`src/rtl/ps2_mouse_ctrl_pkg.sv`:
```
// Shared constants, state encoding and response decoding for the PS/2 mouse controller.
package ps2_pkg;
  localparam logic [7:0] CMD_RESET  = 8'hFF;
  localparam logic [7:0] CMD_ENABLE = 8'hF4;
  localparam logic [7:0] RSP_ACK    = 8'hFA;
  localparam logic [7:0] RSP_RESEND = 8'hFE;
  localparam logic [7:0] RSP_BAT_OK = 8'hAA;
  localparam logic [7:0] MOUSE_ID   = 8'h00;

  localparam logic [1:0] REG_BTN  = 2'd0;
  localparam logic [1:0] REG_X    = 2'd1;
  localparam logic [1:0] REG_Y    = 2'd2;
  localparam logic [1:0] REG_STAT = 2'd3;

  typedef enum logic [2:0] {
    SEND_RST, WAIT_ACK1, WAIT_BAT, WAIT_ID, SEND_EN, WAIT_ACK2, STREAM
  } state_t;

  // Next state for a byte received in one of the WAIT states.
  function automatic state_t wait_next(state_t s, logic [7:0] b);
    state_t n;
    n = SEND_RST;
    case (s)
      WAIT_ACK1: if (b == RSP_ACK) n = WAIT_BAT;
      WAIT_BAT:  if (b == RSP_BAT_OK) n = WAIT_ID;
      WAIT_ID:   if (b == MOUSE_ID) n = SEND_EN;
      WAIT_ACK2: begin
        if (b == RSP_ACK) n = STREAM;
        else if (b == RSP_RESEND) n = SEND_EN;
      end
      default: n = SEND_RST;
    endcase
    return n;
  endfunction
endpackage

```
`src/rtl/ps2_mouse_ctrl_if.sv`:
```
// Byte-level link between the controller and the PS/2 transceiver.
interface ps2_mouse_ctrl_if;
  logic [7:0] tx_byte;
  logic       tx_req;
  logic       tx_busy;
  logic       tx_done;
  logic [7:0] rx_byte;
  logic       rx_valid;
  logic       rx_err;

  modport master (output tx_byte, tx_req,
                  input  tx_busy, tx_done, rx_byte, rx_valid, rx_err);
  modport slave  (input  tx_byte, tx_req,
                  output tx_busy, tx_done, rx_byte, rx_valid, rx_err);
endinterface

```
`src/rtl/ps2_mouse_ctrl_axis_accum.sv`:
```
// Saturating position update for one axis: clamp(pos +/- delta, 0, MAX).
module ps2_axis_accum #(
  parameter int MAX = 255
) (
  input  logic [7:0] pos,
  input  logic [8:0] delta,
  input  logic       negate,
  output logic [7:0] next_pos
);
  localparam logic signed [9:0] MAX10 = 10'(MAX);

  logic signed [9:0] d;
  logic signed [9:0] sum;

  // 10 bits covers 0..255 plus/minus 256 without wrap.
  always_comb begin
    d   = signed'({delta[8], delta});
    sum = signed'({2'b00, pos}) + (negate ? -d : d);
    if (sum[9])           next_pos = 8'd0;
    else if (sum > MAX10) next_pos = MAX10[7:0];
    else                  next_pos = sum[7:0];
  end
endmodule

```
`src/rtl/ps2_mouse_ctrl.sv`:
```
// PS/2 mouse init sequencer, packet assembler and CPU-readable position/button registers.
module ps2_mouse_ctrl #(
  parameter int X_MAX       = 255,
  parameter int Y_MAX       = 255,
  parameter int TIMEOUT_CYC = 2_000_000,
  parameter int PKT_GAP_CYC = 100_000
) (
  input  logic             clk,
  input  logic             rst,
  input  logic             io_cs,
  input  logic [1:0]       addr,
  output logic [7:0]       data,
  output logic             dav,
  output logic             ready,
  ps2_mouse_ctrl_if.master xcvr
);
  import ps2_pkg::*;

  localparam logic [31:0] TO_LOAD  = 32'(TIMEOUT_CYC);
  localparam logic [31:0] GAP_LIM  = 32'(PKT_GAP_CYC);

  state_t      state;
  logic        sent, err;
  logic [1:0]  idx;
  logic [7:0]  b0, b1, x, y, rd;
  logic [2:0]  btn;
  logic [31:0] timer, gap;
  logic [8:0]  dx, dy;
  logic [7:0]  x_nxt, y_nxt;

  // Overflowed axes contribute no movement; byte 2 is applied straight from rx_byte.
  assign dx = b0[6] ? 9'd0 : {b0[4], b1};
  assign dy = b0[7] ? 9'd0 : {b0[5], xcvr.rx_byte};

  ps2_axis_accum #(.MAX(X_MAX)) u_x (.pos(x), .delta(dx), .negate(1'b0), .next_pos(x_nxt));
  ps2_axis_accum #(.MAX(Y_MAX)) u_y (.pos(y), .delta(dy), .negate(1'b1), .next_pos(y_nxt));

  always_comb begin
    rd = 8'd0;
    case (addr)
      REG_BTN: rd = {5'b0, btn};
      REG_X:   rd = x;
      REG_Y:   rd = y;
      default: rd = {6'b0, err, ready};
    endcase
  end

  always_ff @(posedge clk) begin
    if (!rst) begin
      state        <= SEND_RST;
      sent         <= 1'b0;
      err          <= 1'b0;
      ready        <= 1'b0;
      dav          <= 1'b0;
      data         <= 8'd0;
      xcvr.tx_req  <= 1'b0;
      xcvr.tx_byte <= 8'd0;
      idx          <= 2'd0;
      b0           <= 8'd0;
      b1           <= 8'd0;
      btn          <= 3'd0;
      x            <= 8'(X_MAX / 2);
      y            <= 8'(Y_MAX / 2);
      timer        <= 32'd0;
      gap          <= 32'd0;
    end else begin
      xcvr.tx_req <= 1'b0;
      dav         <= 1'b0;
      if (io_cs) data <= rd;
      case (state)
        SEND_RST, SEND_EN: begin
          if (!sent) begin
            if (!xcvr.tx_busy) begin
              xcvr.tx_req  <= 1'b1;
              xcvr.tx_byte <= (state == SEND_RST) ? CMD_RESET : CMD_ENABLE;
              sent         <= 1'b1;
            end
          end else if (xcvr.tx_done) begin
            sent  <= 1'b0;
            timer <= TO_LOAD;
            state <= (state == SEND_RST) ? WAIT_ACK1 : WAIT_ACK2;
          end
        end
        STREAM: begin
          if (xcvr.rx_err) begin
            idx <= 2'd0;
            gap <= 32'd0;
          end else if (xcvr.rx_valid) begin
            gap <= 32'd0;
            case (idx)
              2'd0: if (xcvr.rx_byte[3]) begin b0 <= xcvr.rx_byte; idx <= 2'd1; end
              2'd1: begin b1 <= xcvr.rx_byte; idx <= 2'd2; end
              default: begin
                x   <= x_nxt;
                y   <= y_nxt;
                btn <= b0[2:0];
                dav <= 1'b1;
                idx <= 2'd0;
              end
            endcase
          end else if (idx != 2'd0) begin
            if (gap >= GAP_LIM) begin
              idx <= 2'd0;
              gap <= 32'd0;
            end else begin
              gap <= gap + 32'd1;
            end
          end
        end
        default: begin
          // A received byte takes precedence over a timeout on the same edge.
          timer <= timer - 32'd1;
          if (xcvr.rx_err) begin
            state <= SEND_RST;
          end else if (xcvr.rx_valid) begin
            timer <= TO_LOAD;
            state <= wait_next(state, xcvr.rx_byte);
            if (wait_next(state, xcvr.rx_byte) == STREAM) begin
              ready <= 1'b1;
              err   <= 1'b0;
              idx   <= 2'd0;
              gap   <= 32'd0;
            end
          end else if (timer == 32'd0) begin
            state <= SEND_RST;
            err   <= 1'b1;
          end
        end
      endcase
    end
  end
endmodule

```
`src/flat_wrapper.sv`:
```
// flat-port wrapper written by rule: the top's interface ports become plain ports
module ps2_mouse_ctrl_flat import ps2_pkg::*;
#(
  parameter int X_MAX       = 255,
  parameter int Y_MAX       = 255,
  parameter int TIMEOUT_CYC = 2_000_000,
  parameter int PKT_GAP_CYC = 100_000
)
  (clk, rst, io_cs, addr, data, dav, ready, xcvr_tx_byte, xcvr_tx_req, xcvr_tx_busy, xcvr_tx_done, xcvr_rx_byte, xcvr_rx_valid, xcvr_rx_err);
  ps2_mouse_ctrl_if xcvr_i ();
  input  logic clk;
  input  logic rst;
  input  logic io_cs;
  input  logic [1:0] addr;
  output logic [7:0] data;
  output logic dav;
  output logic ready;
  output wire logic [$bits(xcvr_i.tx_byte)-1:0] xcvr_tx_byte;
  output wire logic [$bits(xcvr_i.tx_req)-1:0] xcvr_tx_req;
  input wire logic [$bits(xcvr_i.tx_busy)-1:0] xcvr_tx_busy;
  input wire logic [$bits(xcvr_i.tx_done)-1:0] xcvr_tx_done;
  input wire logic [$bits(xcvr_i.rx_byte)-1:0] xcvr_rx_byte;
  input wire logic [$bits(xcvr_i.rx_valid)-1:0] xcvr_rx_valid;
  input wire logic [$bits(xcvr_i.rx_err)-1:0] xcvr_rx_err;
  assign xcvr_tx_byte = xcvr_i.tx_byte;
  assign xcvr_tx_req = xcvr_i.tx_req;
  assign xcvr_i.tx_busy = xcvr_tx_busy;
  assign xcvr_i.tx_done = xcvr_tx_done;
  assign xcvr_i.rx_byte = xcvr_rx_byte;
  assign xcvr_i.rx_valid = xcvr_rx_valid;
  assign xcvr_i.rx_err = xcvr_rx_err;
  ps2_mouse_ctrl #(.X_MAX(X_MAX), .Y_MAX(Y_MAX), .TIMEOUT_CYC(TIMEOUT_CYC), .PKT_GAP_CYC(PKT_GAP_CYC)) u_core (.clk(clk), .rst(rst), .io_cs(io_cs), .addr(addr), .data(data), .dav(dav), .ready(ready), .xcvr(xcvr_i));
endmodule
```
`config.mk`:
```
export PLATFORM = sky130hd
export DESIGN_NAME = ps2_mouse_ctrl_flat
export DESIGN_NICKNAME = d
export VERILOG_FILES = /design/src/rtl/ps2_mouse_ctrl_pkg.sv /design/src/rtl/ps2_mouse_ctrl_if.sv /design/src/rtl/ps2_mouse_ctrl_axis_accum.sv /design/src/rtl/ps2_mouse_ctrl.sv /design/src/flat_wrapper.sv
export SDC_FILE = /design/constraint.sdc
export NUM_CORES = 1
export LEC_CHECK = 0
export ABC_AREA = 0
export BUFFER_PORTS_ARGS = -buffer_cell sky130_fd_sc_hd__clkbuf_2
export CELL_PAD_IN_SITES_DETAIL_PLACEMENT = 1
export CELL_PAD_IN_SITES_GLOBAL_PLACEMENT = 1
export CORE_MARGIN = 5
export CORE_UTILIZATION = 47
export CTS_CLUSTER_DIAMETER = 80
export DETAILED_ROUTE_END_ITERATION = 16
export HOLD_SLACK_MARGIN = 0.03
export PLACE_DENSITY = 0.86
export SLEW_MARGIN = 20
export SYNTH_ARGS = -nofsm -noshare
export SYNTH_HDL_FRONTEND = slang
export SYNTH_SLANG_ARGS = --single-unit
```
`constraint.sdc`:
```
create_clock -name clk -period 3 [get_ports clk]
set_input_delay 0.6 -clock clk [delete_from_list [all_inputs] [get_ports clk]]
set_output_delay 0.6 -clock clk [all_outputs]
set_load 0.05 [all_outputs]
```
Yosys cells after proc, flatten, opt, wreduce, memory -nomap -nowiden

Index checks and enable logic that the tools add are counted.
W data, S select, Z words.

Add/subtract/negate cells: 5
Magnitude comparators: 3
Eq/ne operators: 18
Mux-type cells: 55
Bitwise operators: 9
Reductions and logical operators: 27

Operator list:

| operator                | count |
|---|---|
| $mux W32                | 11 |
| $pmux W32 S2            | 2 |
| $mux W3                 | 13 |
| $add A32 B1 Y32 const B | 1 |
| $ge A32 B17 Y1 const B  | 1 |
| $logic_not A32 Y1       | 1 |
| $mux W8                 | 4 |
| $sub A32 B1 Y32 const B | 1 |
| $eq A8 B8 Y1 const B    | 3 |
| $pmux W8 S3             | 1 |
| $gt A10 B9 Y1 const B   | 2 |
| $mux W2                 | 10 |
| $reduce_and A4 Y1       | 5 |
| $mux W9                 | 2 |
| $eq A3 B3 Y1 const B    | 4 |
| $pmux W3 S4             | 1 |
| $add A9 B10 Y10         | 1 |
| $add A9 B9 Y10          | 1 |
| $neg A9 Y10             | 1 |
| $reduce_and A5 Y1       | 2 |
| $not A1 Y1              | 9 |
| $logic_not A8 Y1        | 1 |
| $pmux W2 S2             | 2 |
| $reduce_bool A2 Y1      | 4 |
| other kinds (19)        | 34 |

Register bits after elaboration: 125
Bits of input ports: 17
Logic and storage cells: 133

Longest topological paths before layout

Depth after elaboration: 13
Gate-level depth with buffers: 11
Gate-level depth less buffers: 10

Cells and area by module

Synthesis repeated with hierarchy kept, for this count alone.

Cells, all modules: 836
Area, all modules: 6857.8 um2

Modules (own cells, without submodules):

| module         | instances | cells each | area each (um2) | seq. area each (um2) |
|---|---|---|---|---|
| ps2_mouse_ctrl | 1         | 634        | 5408.9          | 2362.3 |
| ps2_axis_accum | 2         | 101        | 724.4           | 0.0 |

Worst setup path before layout

No wires, ideal clock.

Path type: in2reg
Start: input xcvr_rx_byte[0]
End: register u_core.y[0]
Library setup time: 0.060 ns
Arrival time: 2.468 ns
Data required time: 2.940 ns
Setup slack: 0.472 ns
Cell stages on the path: 10
Path buffers: 0
Path through: nor2b_1 ha_1 inv_1 fa_1 a21oi_1 o21ai_0 o2bb2ai_1 o32ai_1 a211oi_2 a221o_1

Longest elaborated chain between the ends: 6

RTL lines:

| what                 | line                            | source |
|---|---|---|
| from (decl)          | flat_wrapper.sv:22              | `input wire logic [$bits(xcvr_i.rx_byte)-1:0] xcvr_rx_byte;` |
| $mux W9 *            | ps2_mouse_ctrl.sv:33            | `assign dy = b0[7] ? 9'd0 : {b0[5], xcvr.rx_byte};` |
| $neg A9 Y10 *        | ps2_mouse_ctrl_axis_accum.sv:18 | `sum = signed'({2'b00, pos}) + (negate ? -d : d);` |
| $add A9 B10 Y10 *    | ps2_mouse_ctrl_axis_accum.sv:18 |  |
| $gt A10 B9 Y1        | ps2_mouse_ctrl_axis_accum.sv:20 | `else if (sum > MAX10) next_pos = MAX10[7:0];` |
| $mux W8              | ps2_mouse_ctrl_axis_accum.sv:20 |  |
| $mux W8 *            | ps2_mouse_ctrl_axis_accum.sv:19 | `if (sum[9]) next_pos = 8'd0;` |
| to (signal assigned) | ps2_mouse_ctrl.sv:63            | `y <= 8'(Y_MAX / 2);` |
| to (signal assigned) | ps2_mouse_ctrl.sv:95            | `y <= y_nxt;` |
| to (decl)            | ps2_mouse_ctrl.sv:25            | `logic [7:0] b0, b1, x, y, rd;` |

Every way passes the cells marked *; elsewhere a longest branch is shown, timed or not.
A chain may end at the register's enable or synchronous reset.

Final worst setup path

Start: register u_core.b0[7]
End: register u_core.y[1]

Longest elaborated chain between the ends: 6

RTL lines:

| what                   | line                            | source |
|---|---|---|
| from (decl)            | ps2_mouse_ctrl.sv:25            |  |
| from (signal assigned) | ps2_mouse_ctrl.sv:59            | `b0 <= 8'd0;` |
| from (signal assigned) | ps2_mouse_ctrl.sv:91            | `2'd0: if (xcvr.rx_byte[3]) begin b0 <= xcvr.rx_byte; idx <= 2'd1; end` |
| $mux W9 *              | ps2_mouse_ctrl.sv:33            |  |
| $neg A9 Y10 *          | ps2_mouse_ctrl_axis_accum.sv:18 |  |
| $add A9 B10 Y10 *      | ps2_mouse_ctrl_axis_accum.sv:18 |  |
| $gt A10 B9 Y1          | ps2_mouse_ctrl_axis_accum.sv:20 |  |
| $mux W8                | ps2_mouse_ctrl_axis_accum.sv:20 |  |
| $mux W8 *              | ps2_mouse_ctrl_axis_accum.sv:19 |  |

Marked as above.

==> out/results.ini <==
[run_status]
status=finished clean

[timing]
slew-limit-headroom_pct=37.8
setup_viol=0
fin_crit_sh_pct=93.3
fin_hold_ws_ns=0.460
grt_setup_unrepaired=no
fin_skew_ns=0.00513
setup_tns_ns=0
report.final.slew_viol_count=0
hold_violations=0
tightest_slew_ns=0.929
min_period_ns=2.80
fmax_ghz=0.357

[setup_path]
slowest_stage=dfxtp_1
end_kind=flop
critPathRequiredTime_ns=3.29
critPathLaunchType=flop
critical_path.max_fanout=10
crit_chain=nor2b_1, ha_1, inv_1, fa_1, a21oi_1, o21ai_0, o2bb2ai_2, and3_1, a211oi_2, buf_4, a221o_1
worstPathArrival_ns=3.09
max_stage_delay_ns=0.40
crit_type=flop to flop

[pwr]
comb_power_share_pct=24.8
switching_share_pct=34.0
pwr-share-clk_pct=37.9
p_leak_uw=0.00276
ir_drop_uv=418
p_seq_share_pct=37.3
power.density_nw_per_um2=697
switchingPower_uw=1710
p_int_uw=3320

[detailed_routing]
drt_wl_total_microns=18900
viasPerCell=6.11
vias=5833
ant_nets=0
drc_errors=0
firstDrtPassIters=4
drt_iter0_drc=408
routedWlPerCell_microns=19.8

[placed_design]
gp_congestion=0.880
port_buffers=35
post_dp_cell_area_sq_um=6650
placed_cells=922
dp_hpwl_microns=13200

[grt]
grt_start_max_net_pins=37
overflow=0
antenna_found_initial=0
grt_first_pass_wirelength_microns=30900
grt_pass1_vias=6159
grt.total_usage_pct=24.0

[clocking]
cts_buffers=17
clockRootBuffer=clkbuf_16
clkTransAtPathRegs_ns=0.06
cts_buffer_depth=2
ctsHoldBuffers=0
cts_tree=yes
htreeDepth=4
clkLatencyLatePin_ns=0.42
cts_num_sinks=118

[layout]
layout.nets=805
final_util_pct=54.7
final_area_sq_um=7210
final_cells=955
layout-drive-gt1-share_pct=14.4
diodes=0
syn_to_final_growth_pct=14.2

[synthesis]
synth_edf_count=0
yosysWarnings=0
synthesis.nets=770
syn_inst=731
syn_area_sq_um=6320
yosysTopAreaCellShare_pct=37.4
yosysUniqueCellTypes=76
synth_seq_area_share_pct=37.4
synth_area_leaders=dfxtp_1 (37%), ha_1 (4.0%), nor2_1 (3.9%)
synth-async-reset-ratio_pct=0
ys.flop_type=dfxtp_1
ys_ff_latch=118
syn-mean-instance-area_sq_um=8.64
synth.most_common_cell=dfxtp_1
synth_common_cells=dfxtp_1 (118), nor2_1 (66), nand2_1 (57)
synth.largest_area_cell=dfxtp_1

[floorplan]
die_x_microns=126
dieArea_sq_um=15900
design.core.area_sq_um=13200
rows=42
initial_core_util_pct=47.9
die_h_microns=126
pin_count=36

[run]
maxCapViolCount=0

[min_path]
hold_path.class=flop to flop

registers in the layout, indices dropped and copies added, names as in the netlist, named ones only:
name / cells
u_core.sent: 1
u_core.timer: 32
u_core.err: 1
u_core.idx: 2
u_core.data: 8
u_core.btn: 3
u_core.b1: 8
u_core.state: 2
u_core.ready: 1
u_core.x: 8
u_core.dav: 1
u_core.gap: 32
u_core.y: 8
u_core.xcvr.tx_byte: 2
u_core.b0: 7
u_core.xcvr.tx_req: 1
layout by cell type (no fill, tap or decap), drive strengths merged, types with 4 or more instances in the layout:
cell,synthesis,routed
o211ai,5,5
xnor2,21,21
clkinvlp,0,5
o21a,19,19
nand4,16,16
or2,7,7
inv,23,22
nor4,18,18
dfxtp,118,118
a221o,6,6
nor2,66,66
a211oi,17,17
clkbuf,22,53
o21ai,22,22
nand3,31,31
a2111oi,4,4
o22ai,7,7
nor2b,16,16
or3,12,12
nand2,57,57
a21oi,47,47
o32ai,4,4
nand3b,4,4
mux2i,11,11
ha,20,20
xor2,15,15
o221ai,4,4
or4,13,13
nand2b,18,18
clkinv,0,9
buf,15,18
and3,18,18
a22oi,8,8
nor3,20,20
logic make-up (layout without fill, tap and decap cells):
| kind of cell | count (synthesis) | after routing | share of synthesized area, % |
|---|---|---|---|
| mux | 13 | 13 | 2.46 |
| fa+ha+maj | 22 | 22 | 4.60 |
| flops | 118 | 118 | 37.4 |
| buf+inv | 60 | 108 | 4.36 |
| compound gates | 176 | 176 | 19.6 |
| simple gates | 306 | 306 | 26.6 |
| xor+xnor | 36 | 36 | 4.99 |
metrics by stage:
stage                     setup WS [ns]  total power [uW]
final                             0.200              5030
after global routing             0.0764              5280
after detailed placement        -0.0748              3110
after floorplan                   0.472              2830
after CTS                         0.140              5050
after global placement            0.126              3020
path summary, 6_finish.rpt:
| kind | start | cells after the start | end | slack [ns] |
|---|---|---|---|---|
| worst max-delay path | u_core.b0[7] | 11 | u_core.y[1] | 0.20 |
| worst max register to register | u_core.b0[7] | 11 | u_core.y[1] | 0.20 |
| worst min-delay path | u_core.b1[2] | 2 | u_core.b1[2] | 0.46 |
| worst min register to register | u_core.b1[2] | 2 | u_core.b1[2] | 0.46 |
power by group through the flow:
| stage | combinational, uW | sequential (uW) | clock, uW |
|---|---|---|---|
| after global routing | 1370 | 1890 | 2020 |
| after detailed placement | 1210 | 1900 | 0 |
| after CTS | 1250 | 1870 | 1930 |
| final | 1250 | 1870 | 1900 |
| after global placement | 1140 | 1880 | 0 |
| after floorplan | 917 | 1910 | 0 |
what timing repair did:
| action | in CTS | in global routing |
|---|---|---|
| setup buffers | 0 | 1 |
| setup endpoints to repair | 0 | 7 |
| resized for setup | 0 | 1 |
final cells by class:
class,instances,area (sq um)
clock buffer,18,439
clock inverter,14,111
fill,1565,5980
inverter,23,86.3
multi-input combinational,553,3680
sequential,118,2360
tap,176,220
timing repair buffer,53,310
worst max-delay path: cells and delay by family (launching register included):
| family | cells | cell delay [ns] |
|---|---|---|
| compound gates | 5 | 1.03 |
| fa+ha+maj | 2 | 0.59 |
| simple gates | 2 | 0.41 |
| flops | 1 | 0.40 |
| buf+inv | 2 | 0.23 |
layer usage:
layer | wire (microns) | track usage, %
met5 | 0 | 0
met4 | 488 | 9.59
met3 | 733 | 5.80
met2 | 9730 | 43.0
met1 | 7950 | 27.5
(Power assumes the default switching activity.)
